### src/rtl/alu_vec_runner_if.sv
// ALU-side bus of alu_vec_runner: operands and one-hot op strobes out, result and flags back.
// master = vector runner, slave = the combinational ALU under test.
interface alu_vec_runner_if #(
  parameter int W = 32
);
  logic [W-1:0] alu_a;
  logic [W-1:0] alu_b;
  logic         op_add;
  logic         op_sub;
  logic         op_and;
  logic         op_or;
  logic         op_xor;
  logic         op_nor;
  logic [W-1:0] alu_out;
  logic         alu_zero;
  logic         alu_overflow;

  modport master (
    output alu_a, alu_b, op_add, op_sub, op_and, op_or, op_xor, op_nor,
    input  alu_out, alu_zero, alu_overflow
  );

  modport slave (
    input  alu_a, alu_b, op_add, op_sub, op_and, op_or, op_xor, op_nor,
    output alu_out, alu_zero, alu_overflow
  );
endinterface

### src/rtl/alu_vec_runner.sv
// On-chip vector runner: replays stored vectors into an external ALU and counts mismatches.
// Optional ALU_VEC_RUNNER_STOP_ON_FAIL_EN ends the run at the first mismatching vector.
//   state | meaning
//   IDLE  | accepts vector writes and start
//   FETCH | reads vector idx into the operand/expect registers
//   APPLY | ALU driven, result compared and counted
//   DONE  | one-cycle done pulse, result stable
module alu_vec_runner #(
  parameter int W     = 32,
  parameter int DEPTH = 16,
  parameter int AW    = 4
) (
  input  logic                m_clock,
  input  logic                p_reset,
  input  logic                vec_we,
  input  logic [AW-1:0]       vec_addr,
  input  logic [3*W+8-1:0]    vec_wdata,
  input  logic                start,
  input  logic [AW:0]         n_vec,
  alu_vec_runner_if.master    alu,
  output logic                busy,
  output logic                done,
  output logic                pass,
  output logic [AW:0]         err_cnt,
  output logic [AW-1:0]       first_fail
);

  localparam int VW = 3*W + 8;
  localparam logic [AW:0]   DEPTH_L = (AW+1)'(DEPTH);
  localparam logic [AW:0]   N_ONE   = (AW+1)'(1);
  localparam logic [AW-1:0] IDX_ONE = AW'(1);
`ifdef ALU_VEC_RUNNER_STOP_ON_FAIL_EN
  localparam bit STOP_ON_FAIL = 1'b1;
`else
  localparam bit STOP_ON_FAIL = 1'b0;
`endif

  typedef enum logic [1:0] {IDLE, FETCH, APPLY, DONE} state_t;

  state_t        state;
  logic [VW-1:0] mem [DEPTH];
  logic [VW-1:0] rd_word;
  logic [W-1:0]  rd_a;
  logic [W-1:0]  rd_b;
  logic [5:0]    rd_f;
  logic          rd_f_ok;
  logic [AW-1:0] idx;
  logic [AW:0]   n_reg;
  logic [AW:0]   n_sat;
  logic [5:0]    f_reg;
  logic [W-1:0]  exp_out_reg;
  logic          exp_zero_reg;
  logic          exp_ov_reg;
  logic          mismatch;
  logic          last_vec;
  logic          stop_run;

  assign rd_word = mem[idx];
  assign rd_a    = rd_word[VW-1 -: W];
  assign rd_b    = rd_word[VW-W-1 -: W];
  assign rd_f    = rd_word[W+7 -: 6];
  assign rd_f_ok = $onehot(rd_f);
  assign n_sat   = (n_vec > DEPTH_L) ? DEPTH_L : n_vec;

  always_comb begin
    mismatch = !$onehot(f_reg)
               || (alu.alu_out != exp_out_reg)
               || (alu.alu_zero != exp_zero_reg)
               || (alu.alu_overflow != exp_ov_reg);
    last_vec = ({1'b0, idx} == (n_reg - N_ONE));
    stop_run = last_vec || (STOP_ON_FAIL && mismatch);
  end

  // Memory is intentionally not reset; writes land only while the runner is idle.
  always_ff @(posedge m_clock) begin
    if (state == IDLE && vec_we && ({1'b0, vec_addr} < DEPTH_L))
      mem[vec_addr] <= vec_wdata;
  end

  always_ff @(posedge m_clock or negedge p_reset) begin
    if (!p_reset) begin
      state        <= IDLE;
      busy         <= 1'b0;
      done         <= 1'b0;
      pass         <= 1'b0;
      err_cnt      <= '0;
      first_fail   <= '0;
      idx          <= '0;
      n_reg        <= '0;
      f_reg        <= '0;
      exp_out_reg  <= '0;
      exp_zero_reg <= 1'b0;
      exp_ov_reg   <= 1'b0;
      alu.alu_a    <= '0;
      alu.alu_b    <= '0;
      alu.op_add   <= 1'b0;
      alu.op_sub   <= 1'b0;
      alu.op_and   <= 1'b0;
      alu.op_or    <= 1'b0;
      alu.op_xor   <= 1'b0;
      alu.op_nor   <= 1'b0;
    end else begin
      case (state)
        IDLE: begin
          if (start) begin
            busy       <= 1'b1;
            err_cnt    <= '0;
            first_fail <= '0;
            idx        <= '0;
            n_reg      <= n_sat;
            if (n_sat == '0) begin
              state <= DONE;
              done  <= 1'b1;
              pass  <= 1'b1;
            end else begin
              state <= FETCH;
              pass  <= 1'b0;
            end
          end
        end
        FETCH: begin
          f_reg        <= rd_f;
          exp_out_reg  <= rd_word[W+1:2];
          exp_zero_reg <= rd_word[1];
          exp_ov_reg   <= rd_word[0];
          alu.alu_a    <= rd_a;
          alu.alu_b    <= rd_b;
          alu.op_add   <= rd_f_ok & rd_f[5];
          alu.op_sub   <= rd_f_ok & rd_f[4];
          alu.op_and   <= rd_f_ok & rd_f[3];
          alu.op_or    <= rd_f_ok & rd_f[2];
          alu.op_xor   <= rd_f_ok & rd_f[1];
          alu.op_nor   <= rd_f_ok & rd_f[0];
          state        <= APPLY;
        end
        APPLY: begin
          alu.alu_a  <= '0;
          alu.alu_b  <= '0;
          alu.op_add <= 1'b0;
          alu.op_sub <= 1'b0;
          alu.op_and <= 1'b0;
          alu.op_or  <= 1'b0;
          alu.op_xor <= 1'b0;
          alu.op_nor <= 1'b0;
          if (mismatch) begin
            err_cnt <= err_cnt + N_ONE;
            if (err_cnt == '0)
              first_fail <= idx;
          end
          idx <= idx + IDX_ONE;
          if (stop_run) begin
            state <= DONE;
            done  <= 1'b1;
            pass  <= (err_cnt == '0) && !mismatch;
          end else begin
            state <= FETCH;
          end
        end
        DONE: begin
          done  <= 1'b0;
          busy  <= 1'b0;
          state <= IDLE;
        end
        default: state <= IDLE;
      endcase
    end
  end

endmodule

### src/flat_wrapper.sv
// flat-port wrapper written by rule: the top's interface ports become plain ports
module alu_vec_runner_flat 
#(
  parameter int W     = 32,
  parameter int DEPTH = 16,
  parameter int AW    = 4
)
  (m_clock, p_reset, vec_we, vec_addr, vec_wdata, start, n_vec, busy, done, pass, err_cnt, first_fail, alu_alu_a, alu_alu_b, alu_op_add, alu_op_sub, alu_op_and, alu_op_or, alu_op_xor, alu_op_nor, alu_alu_out, alu_alu_zero, alu_alu_overflow);
  alu_vec_runner_if #(.W(W)) alu_i ();
  input  logic m_clock;
  input  logic p_reset;
  input  logic vec_we;
  input  logic [AW-1:0] vec_addr;
  input  logic [3*W+8-1:0] vec_wdata;
  input  logic start;
  input  logic [AW:0] n_vec;
  output logic busy;
  output logic done;
  output logic pass;
  output logic [AW:0] err_cnt;
  output logic [AW-1:0] first_fail;
  output wire logic [$bits(alu_i.alu_a)-1:0] alu_alu_a;
  output wire logic [$bits(alu_i.alu_b)-1:0] alu_alu_b;
  output wire logic [$bits(alu_i.op_add)-1:0] alu_op_add;
  output wire logic [$bits(alu_i.op_sub)-1:0] alu_op_sub;
  output wire logic [$bits(alu_i.op_and)-1:0] alu_op_and;
  output wire logic [$bits(alu_i.op_or)-1:0] alu_op_or;
  output wire logic [$bits(alu_i.op_xor)-1:0] alu_op_xor;
  output wire logic [$bits(alu_i.op_nor)-1:0] alu_op_nor;
  input wire logic [$bits(alu_i.alu_out)-1:0] alu_alu_out;
  input wire logic [$bits(alu_i.alu_zero)-1:0] alu_alu_zero;
  input wire logic [$bits(alu_i.alu_overflow)-1:0] alu_alu_overflow;
  assign alu_alu_a = alu_i.alu_a;
  assign alu_alu_b = alu_i.alu_b;
  assign alu_op_add = alu_i.op_add;
  assign alu_op_sub = alu_i.op_sub;
  assign alu_op_and = alu_i.op_and;
  assign alu_op_or = alu_i.op_or;
  assign alu_op_xor = alu_i.op_xor;
  assign alu_op_nor = alu_i.op_nor;
  assign alu_i.alu_out = alu_alu_out;
  assign alu_i.alu_zero = alu_alu_zero;
  assign alu_i.alu_overflow = alu_alu_overflow;
  alu_vec_runner #(.W(W), .DEPTH(DEPTH), .AW(AW)) u_core (.m_clock(m_clock), .p_reset(p_reset), .vec_we(vec_we), .vec_addr(vec_addr), .vec_wdata(vec_wdata), .start(start), .n_vec(n_vec), .alu(alu_i), .busy(busy), .done(done), .pass(pass), .err_cnt(err_cnt), .first_fail(first_fail));
endmodule
### config.mk
export PLATFORM = sky130hd
export DESIGN_NAME = alu_vec_runner_flat
export DESIGN_NICKNAME = d
export VERILOG_FILES = /design/src/rtl/alu_vec_runner_if.sv /design/src/rtl/alu_vec_runner.sv /design/src/flat_wrapper.sv
export SDC_FILE = /design/constraint.sdc
export NUM_CORES = 2
export LEC_CHECK = 0
export CELL_PAD_IN_SITES_DETAIL_PLACEMENT = 0
export CELL_PAD_IN_SITES_GLOBAL_PLACEMENT = 2
export CORE_UTILIZATION = 45
export CTS_CLUSTER_DIAMETER = 40
export DETAILED_ROUTE_END_ITERATION = 6
export PLACE_DENSITY_LB_ADDON = 0.1
export SYNTH_ARGS = -nofsm -noshare
export SYNTH_HDL_FRONTEND = slang
export SYNTH_SLANG_ARGS = --single-unit
### constraint.sdc
create_clock -name m_clock -period 11.9 [get_ports m_clock]
set_input_delay 2.38 -clock m_clock [delete_from_list [all_inputs] [get_ports m_clock]]
set_output_delay 2.38 -clock m_clock [all_outputs]
set_load 0.02 [all_outputs]
==> metrics.cfg <==
[cells_and_area]
post-route-util_pct=54.10
largest_register_ffs=1664
area_delta_synth_final_pct=18.73
seq_area_um2=53310
drive_gt1_share_pct=28.53
multi_input_area_um2=14250
top_register=u_core.mem
nFillCells=11483
layout.nets=3496

[sta]
slew_violations=0
setup_viol=0
fin_crit_ns=5.544
timing.setup.tns_ns=0
period_share_pct=46.59
worstMarginPinSlew_ns=1.269
max_freq_ghz=0.1804
timing.hold.ws_ns=0.5180
max_slew_margin_pct=15.37
rsz0062_at_grt=false
finalHoldViolCount=0
finalClockSkew_ns=0.03703

[setup_path]
cp_data_required_time_ns=12.38
reg2reg_from=u_core.idx[0]$_DFFE_PN0P_
critPathCaptureType=register
worstSetupPathType=in2reg
crit_chain=clkdlybuf4s50_1 > nand2b_1 > nor2_4 > buf_4 > buf_4
rr_worst_depth=11
crit_fanout=55
cp-start-kind=input pin
worstPathArrival_ns=6.02
crit_start=vec_addr[0]
crit_slowest_cell=buf_4
r2r-end=u_core.alu.op_sub$_DFFE_PN0P_
worst-path-buf-inv=3
crit_family=buffers and inverters
cp_common_cell=buf_4
regToRegSetupSlack_ns=6.78
worst_path_largest_cell_delay_ns=1.07

[route]
routedWlPerCell_um=29.70
drtAntennaViolNets=0
wl_met2_um=80210
drt-total-wl_um=164800
wl_met3_um=9519
drt-met1-wl_um=72290
drc=0
top_layer=met5
firstDrtPassIters=5
via_per_inst=5.747
drt-initial-drc-count=2547
vias=31879

[clock_network]
clockBufferDepth=3
tritoncts=yes
clkSinkCount=1797
cts.hold.buffers_added=0
cts_setup_buffers=0
clk_transition_reported_paths_ns=0.06
numCtsBuffers=231
clk_latency_ns=0.85
cts_root_buf=clkbuf_16
ctsHtreeMaxLevel=4
ctsResizeCount=0

[yosys]
syn_nets=3129
synth_cells=2957
syn-cell-area_um2=68650
synth_edf_count=1664
async_reset_ff_share_pct=7.401
yosysTopAreaCell=edfxtp_1
ys_seq_elements=1797
yosysUniqueCellTypes=53
ys_warn_count=0
synthFlopType=edfxtp_1
synth_top_area_share_pct=72.79
avgSynthCellArea_um2=23.22
ys_seq_area_share_pct=77.64
synth_area_leaders=edfxtp_1 (73%), mux4_2 (17%), dfrtp_1 (4.8%), inv_1 (0.80%), mux2_2 (0.71%)

[run]
maxCapViolCount=0

[grt]
grt_pass1_vias=34281
grt_pass1_wl_um=241400
grt_max_degree=117
antenna_found_initial=17
groute.usage.overall_pct=21.96
grt_overflow=0

[pwr]
total_power_mw=14.17
power_density_nw_per_um2=173.9
p_leak_nw=26.25
ir_worst_vdd_mv=0.1256

[floorplan]
std_cell_rows=142
start_util_pct=45.56
fp.dieH_um=392.6
dieArea_um2=154100
ios=233
coreArea_um2=150700
die_w_um=392.6

[hold_path]
hp-start=u_core.f_reg[3]$_DFFE_PN0P_
whs_endpoint=u_core.f_reg[3]$_DFFE_PN0P_
min_path_cells=1
hold_class=reg2reg

[placed_design]
hpwl_um=85440
io_buffer_count=232
gp_congestion=0.7478

[status]
outcome=completed

## cell usage after synthesis (14+ instances only)
master	instances
nor2_1	23
clkbuf_1	71
nand2_1	27
o22ai_1	70
xor2_1	35
inv_1	147
mux4_2	508
mux2_2	43
buf_1	19
edfxtp_1	1664
buf_2	43
ha_1	17
mux2i_1	15
nor4_1	14
dfrtp_1	133
o21ai_0	22
## cell families after synthesis
group,count (synthesis),synth area share (%)
flip-flops,1797,77.64
multiplexers,566,17.59
XOR/XNOR,41,0.5231
buffers and inverters,295,1.803
AND/OR/NAND/NOR,109,0.8184
AO/OA/AOI/OAI,128,1.201
adder cells (fa/ha/maj),21,0.4265
## through the flow
stage               cells  area, um2  worst slack (ns)
global placement     5107      73450             5.392
global route         5546      81500             6.206
finish               5547      81500             6.356
detailed placement   5107      73450             5.410
floorplan            2957      68650             1.359
CTS                  5546      81500             6.313
## layout by cell type (no fill, tap or decap), drive strengths merged, types with 3 or more instances in the layout
cell type	instances
mux2i	15
o221ai	6
xor2	35
clkdlybuf4s50	231
o21ai	23
buf	49
nand4	3
nand2	27
o2bb2ai	5
fa	4
a21oi	7
a32oi	4
nand2b	11
mux4	508
nand4b	3
clkbuf	274
clkinvlp	26
inv	185
nor3	9
clkinv	73
nor2	23
nor4	14
nand3	5
bufinv	30
xnor2	6
o22ai	70
mux2	43
dfrtp	133
ha	17
edfxtp	1664
## layer usage
metal | track usage, % | vias up
met2 | 35.10 | 944
met4 | 5.051 | 22
met1 | 31.58 | 17435
li1 | - | 13242
met5 | 0 | -
met3 | 4.054 | 236
## final cells by class
class | count | share of cell area, %
repair buffers | 280 | 3.446
clock inverters | 165 | 2.485
inverters | 149 | 0.6954
multi-input cells | 865 | 17.48
flip-flops and latches | 1797 | 65.41
well taps | 2016 | 3.095
clock buffers | 274 | 7.390
diodes | 1 | 0.003070
## how the worst max path moves through the flow
| stage | to | cells past startpoint |
|---|---|---|
| 2_1_floorplan | u_core.mem[0][0]$_DFFE_PP_ | 2 |
| 3_5_place_dp | u_core.mem[3][15]$_DFFE_PP_ | 6 |
| 5_1_grt | u_core.mem[5][28]$_DFFE_PP_ | 5 |
| 3_3_place_gp | u_core.mem[5][22]$_DFFE_PP_ | 7 |
| 4_1_cts | u_core.mem[3][71]$_DFFE_PP_ | 6 |
| 6_report | u_core.mem[5][59]$_DFFE_PP_ | 5 |
## power breakdown
group,switching [mW],internal (mW),leakage (nW)
sequential,0.0000000419,6.90,16.7
clock,2.78,4.33,3.85
combinational,0.107,0.0474,5.72
total,2.89,11.3,26.3
No activity file was read; power rests on OpenSTA's default activity.
